File: src/rtl/rr_slot_arbiter.sv
// Four-requester round-robin slot arbiter: registered one-hot grant, one GAP cycle between grants.
// Optional hold-time limit enabled by defining HOLD_TIMEOUT_EN.
module rr_slot_arbiter #(
  parameter int unsigned MAX_HOLD = 16,
  parameter int unsigned CNT_W    = 8
) (
  input  logic       clk,
  input  logic       reset,
  input  logic [3:0] req,
  // The owner's release strobe; "release" itself is a reserved word.
  input  logic       release_grant,
  output logic [3:0] grant,
  output logic [1:0] grant_id,
  output logic       busy,
  output logic       timeout
);

  typedef enum logic [1:0] {StIdle, StGrant, StGap} state_e;

  state_e     state_q, state_d;
  logic [3:0] ptr_q, ptr_d;
  logic [3:0] grant_q, grant_d;
  logic [1:0] id_q, id_d;
  logic [1:0] ptr_idx;
  logic [1:0] winner;
  logic       revoke;

  always_comb begin
    ptr_idx = 2'd0;
    unique case (ptr_q)
      4'b0001: ptr_idx = 2'd0;
      4'b0010: ptr_idx = 2'd1;
      4'b0100: ptr_idx = 2'd2;
      4'b1000: ptr_idx = 2'd3;
      default: ptr_idx = 2'd0;
    endcase
  end

  // Scan from the farthest offset down so the nearest set bit after ptr wins.
  always_comb begin
    winner = ptr_idx;
    for (int k = 3; k >= 0; k--) begin
      if (req[ptr_idx + 2'(k)]) winner = ptr_idx + 2'(k);
    end
  end

`ifdef HOLD_TIMEOUT_EN
  logic [CNT_W-1:0] hold_cnt_q, hold_cnt_d;
  logic             timeout_q, timeout_d;

  assign revoke     = hold_cnt_q == CNT_W'(MAX_HOLD - 1);
  assign hold_cnt_d = (state_q == StGrant) ? hold_cnt_q + 1'b1 : '0;
  assign timeout_d  = (state_q == StGrant) && revoke && !release_grant;

  always_ff @(posedge clk) begin
    if (reset) begin
      hold_cnt_q <= '0;
      timeout_q  <= 1'b0;
    end else begin
      hold_cnt_q <= hold_cnt_d;
      timeout_q  <= timeout_d;
    end
  end

  assign timeout = timeout_q;
`else
  logic unused_params;
  assign unused_params = ^{32'(MAX_HOLD), 32'(CNT_W)};
  assign revoke        = 1'b0;
  assign timeout       = 1'b0;
`endif

  always_comb begin
    state_d = state_q;
    ptr_d   = ptr_q;
    grant_d = grant_q;
    id_d    = id_q;
    unique case (state_q)
      StIdle: begin
        if (|req) begin
          grant_d = 4'b0001 << winner;
          id_d    = winner;
          state_d = StGrant;
        end
      end
      StGrant: begin
        if (release_grant || !req[id_q] || revoke) begin
          grant_d = 4'b0000;
          ptr_d   = {grant_q[2:0], grant_q[3]};
          state_d = StGap;
        end
      end
      StGap:   state_d = StIdle;
      default: state_d = StIdle;
    endcase
  end

  always_ff @(posedge clk) begin
    if (reset) begin
      state_q <= StIdle;
      ptr_q   <= 4'b0001;
      grant_q <= 4'b0000;
      id_q    <= 2'd0;
    end else begin
      state_q <= state_d;
      ptr_q   <= ptr_d;
      grant_q <= grant_d;
      id_q    <= id_d;
    end
  end

  assign grant    = grant_q;
  assign grant_id = id_q;
  assign busy     = |grant_q;

endmodule
File: config.mk
export PLATFORM = sky130hd
export DESIGN_NAME = rr_slot_arbiter
export DESIGN_NICKNAME = d
export VERILOG_FILES = /design/src/rtl/rr_slot_arbiter.sv
export SDC_FILE = /design/constraint.sdc
export NUM_CORES = 1
export LEC_CHECK = 0
export ABC_AREA = 1
export CAP_MARGIN = 25
export CORE_UTILIZATION = 53
export DETAILED_ROUTE_END_ITERATION = 10
export PLACE_DENSITY = 0.81
export SLEW_MARGIN = 20
export SYNTH_ARGS = -nofsm -noshare
export SYNTH_HDL_FRONTEND = slang
export SYNTH_SLANG_ARGS = --single-unit
File: constraint.sdc
create_clock -name clk -period 4.9 [get_ports clk]
set_clock_uncertainty 0.15 [all_clocks]
set_input_delay 0.98 -clock clk [delete_from_list [all_inputs] [get_ports clk]]
set_output_delay 0.98 -clock clk [all_outputs]
set_load 0.05 [all_outputs]
==> results summary <==
The clock input transition at the sequential cells of the worst setup and hold paths came out at 0.08 ns. The setup path with the least slack is of type reg2out. The number of top-level pins came out at 15. Summed over all instances, the cell type with the most area after synthesis is sky130_fd_sc_hd__dfxtp_1. The total number of H-tree levels came out at 1. The via count of the first global-routing pass is 613. The total placed cells including tap cells is 150. The critical path goes through or4_1 -> clkdlybuf4s50_1. The internal portion of the total power is 0.0002040 W. The share of the Yosys chip area taken by registers is 30.38%. The max-slew violation count is 0.

The wire length of the first global-routing pass came out at 2428 um. The combinational fraction of design power is 41.5%. The accumulated negative setup slack came out at 0 ns. The core region is 1350 um2. STA puts the critical path data required time at 3.77 ns. The CTS buffer count came out at 3.

The worst min-delay path startpoint is ptr_q[1]. Port buffering added 13 buffers. The number of antenna violations at the first check in global routing came out at 0.

The post-synthesis cell count came out at 124. The half-perimeter wire length of the detailed placement result is 1390 um. The maximum buffer depth of the clock tree is 2.

The distinct cell type count of the synthesized netlist is 22. STA classifies the critical path startpoint as a flop. The maximum fanout along the worst path is 4. The sequential cell fraction of total power came out at 35.6%. The shortest clock period the worst path allows after layout came out at 2.961 ns. 0 antenna diodes ended up in the layout. In this run the cell area of the synthesized design comes to 790.8 um2. Relative to the synthesized area, the layout overhead comes to 21.99%.

The maximum clock frequency came out at 0.3377 GHz. The root buffer selected by CTS is sky130_fd_sc_hd__clkbuf_4. The type of the tightest min-delay check is reg2reg.

The residual overflow from global routing is 0. The worst path arrival time came out at 1.83 ns. The total power draw is 0.0003404 W. The run finished with clean final reports. The fraction of layout cells with a size suffix above 1 is 16.55%.

The maximum number of pins on one net before global-route repair is 10. The global router's overall resource usage came out at 22.32%. The remaining antenna violation count is 0. The areal power density over the cells is 352.8 nW/um2.

After clock tree synthesis, the flow added hold-fix buffers numbering 0. The highest ir drop seen on vdd is 0.0002105 V. At the end of routability-driven placement, the weighted congestion stood at 0.7184. The worst hold path depth is 2. The startpoint identified for the worst register-to-register timing path is ptr_q[0]. The highest layer touched by signal routing is met4.

The net switching power is 0.0001364 W. The number of nets at the end of the flow is 147. The number of vias after detailed routing is 808. In this run the worst setup path begins at grant[3]. Detailed routing placed a total of 847 um of wire on met2.

The number of clock sinks came out at 12. The minimum setup slack after placement came out at 1.972 ns. Clock latency on the worst-skew pair, taken at its later pin, is 0.27 ns. The number of warnings reported in the yosys synthesis log is 0. The wire length on met1 came out at 757 um. The leakage power summed over all cells came out at 0.4647 nW. Synthesis inferred 12 register bits.

Headroom to the max-slew limit came out at 56.55%. The type of destination of the critical path is an output pin. The portion of total power attributed to the clock network is 23.0%. Once layout is complete, the cells apart from fillers number 154.

The critical path's largest stage delay came out at 0.71 ns. TritonCTS built the clock tree. After layout, the worst setup slack is 1.939 ns. The top-area cell type share of the netlist area is 30.38%. The mean instance size in the synthesized netlist is 6.377 um2. The slew at the pin closest to its max-slew limit is 0.6467 ns.

The worst hold margin came out at 0.3246 ns. The floorplan die width came out at 40.63 um. Dividing the detail-routed wire length by the instance count gives 10.80 um. The depth of the most critical reg-to-reg path came out at 15. The number of vias per cell is 5.247. The slowest cell on the critical path is sky130_fd_sc_hd__clkdlybuf4s50_1.

The final clock period utilization by the worst path came out at 60.44%. The number of gates resized after cts is 0. In this run the vertical extent of the chip is 40.63 um. The net count after synthesis is 131. The proportion of total power due to net switching came out at 40.07%. The number of iterations in the first detailed-routing pass is 4. The number of violations reported at the end of detailed-routing iteration 0 is 20.

The routed wire length is 1663 um. The met3 wire length is 50 um. Ranked by total cell area, the synthesized netlist is headed by sky130_fd_sc_hd__dfxtp_1 30%, sky130_fd_sc_hd__inv_1 9.0%, sky130_fd_sc_hd__nand2_1 9.0%.

The post-CTS setup buffer count is 0. For this run, design rule violations remaining after detail routing come to 0. Setup repair after global routing left no endpoint under its margin. Max-cap violations in this run came to 0.

The floorplan step defined a die boundary enclosing 1650 um2. The final-report hold violation count is 0. The setup violation total in the final timing report came out at 0. The initialized floorplan defines 13 standard-cell rows. The initial cell density of the core is 58.57%.
## cell usage in the layout, fill, tap and decap left out
cell and count:
sky130_fd_sc_hd__inv_1 19, sky130_fd_sc_hd__nor2_2 1, sky130_fd_sc_hd__clkbuf_4 3, sky130_fd_sc_hd__nand3b_1 2, sky130_fd_sc_hd__a21oi_1 10, sky130_fd_sc_hd__clkdlybuf4s50_1 13, sky130_fd_sc_hd__inv_2 1, sky130_fd_sc_hd__clkbuf_8 1
sky130_fd_sc_hd__dfxtp_1 12, sky130_fd_sc_hd__nand2_2 11, sky130_fd_sc_hd__nand3_2 5, sky130_fd_sc_hd__nor2_1 14, sky130_fd_sc_hd__nand2_4 1, sky130_fd_sc_hd__nand3_1 14, sky130_fd_sc_hd__nand4_1 1, sky130_fd_sc_hd__o21ai_0 6
sky130_fd_sc_hd__or4_1 1, sky130_fd_sc_hd__nor3_1 1, sky130_fd_sc_hd__nand2_1 19, sky130_fd_sc_hd__nor4_1 1, sky130_fd_sc_hd__and3_1 1, sky130_fd_sc_hd__conb_1 1, sky130_fd_sc_hd__clkinv_1 1
## critical path, delay by kind of cell (launching register included)
family	cells	cell delay (ns)
buffers and inverters	1	0.71
flip-flops	1	0.33
AND/OR/NAND/NOR	1	0.51
## registers in the layout, indices dropped and copies added (netlist names)
signal and flops:
state_q 2, grant 4, ptr_q 4, grant_id 2
## power by group through the flow
stage               logic (W)  registers, W  clock network [W]
finish               0.000141      0.000121          0.0000782
floorplan           0.0000847      0.000143                  0
global route         0.000155      0.000123          0.0000852
detailed placement   0.000141      0.000123                  0
global placement     0.000139      0.000123                  0
CTS                  0.000142      0.000121          0.0000799
## layout make-up
cell class / count / area, um2
clock buffer: 4 / 36.28
fill: 111 / 385.4
inverter: 21 / 78.83
multi-input combinational: 89 / 460.4
sequential: 12 / 240.2
tap: 15 / 18.77
timing repair buffer: 13 / 130.1
## kinds of logic after synthesis
group,synth area share (%)
AND/OR/NAND/NOR,47.63
buffers and inverters,11.39
AO/OA/AOI/OAI,10.13
flip-flops,30.38
other,0.4742
## per-stage QoR
stage | util [%] | instance area (um2)
4_1_cts | 71.46 | 964.7
2_1_floorplan | - | 790.8
3_5_place_dp | 68.77 | 928.4
6_report | 71.46 | 964.7
3_3_place_gp | 68.77 | 928.4
5_1_grt | 71.46 | 964.7
## cells in the mapped netlist
master and number:
sky130_fd_sc_hd__nor4_1 1, sky130_fd_sc_hd__conb_1 1, sky130_fd_sc_hd__or4_1 1, sky130_fd_sc_hd__o21ai_0 6
sky130_fd_sc_hd__nand4_1 1, sky130_fd_sc_hd__nand3_2 5, sky130_fd_sc_hd__nor2_2 1, sky130_fd_sc_hd__nand3_1 14
sky130_fd_sc_hd__nand2_4 1, sky130_fd_sc_hd__nor2_1 14, sky130_fd_sc_hd__buf_4 1, sky130_fd_sc_hd__inv_2 1
sky130_fd_sc_hd__inv_1 19, sky130_fd_sc_hd__a21oi_1 10, sky130_fd_sc_hd__buf_1 1, sky130_fd_sc_hd__clkinv_1 1
sky130_fd_sc_hd__nand2_1 19, sky130_fd_sc_hd__nand3b_1 2, sky130_fd_sc_hd__and3_1 1, sky130_fd_sc_hd__dfxtp_1 12
sky130_fd_sc_hd__nand2_2 11, sky130_fd_sc_hd__nor3_1 1
## final timing paths
path                            endpoint  slack, ns
worst max-delay path                busy       1.94
worst min-delay path            ptr_q[1]       0.32
worst max register to register  grant[1]       3.09
worst min register to register  ptr_q[1]       0.32
## metal layers
layer	up-vias	global-route usage [%]
met5	-	0
met2	10	38.10
met4	0	7.500
met3	2	6.522
li1	430	-
met1	366	26.51
Note: power is estimated with default switching activity, not from simulation.
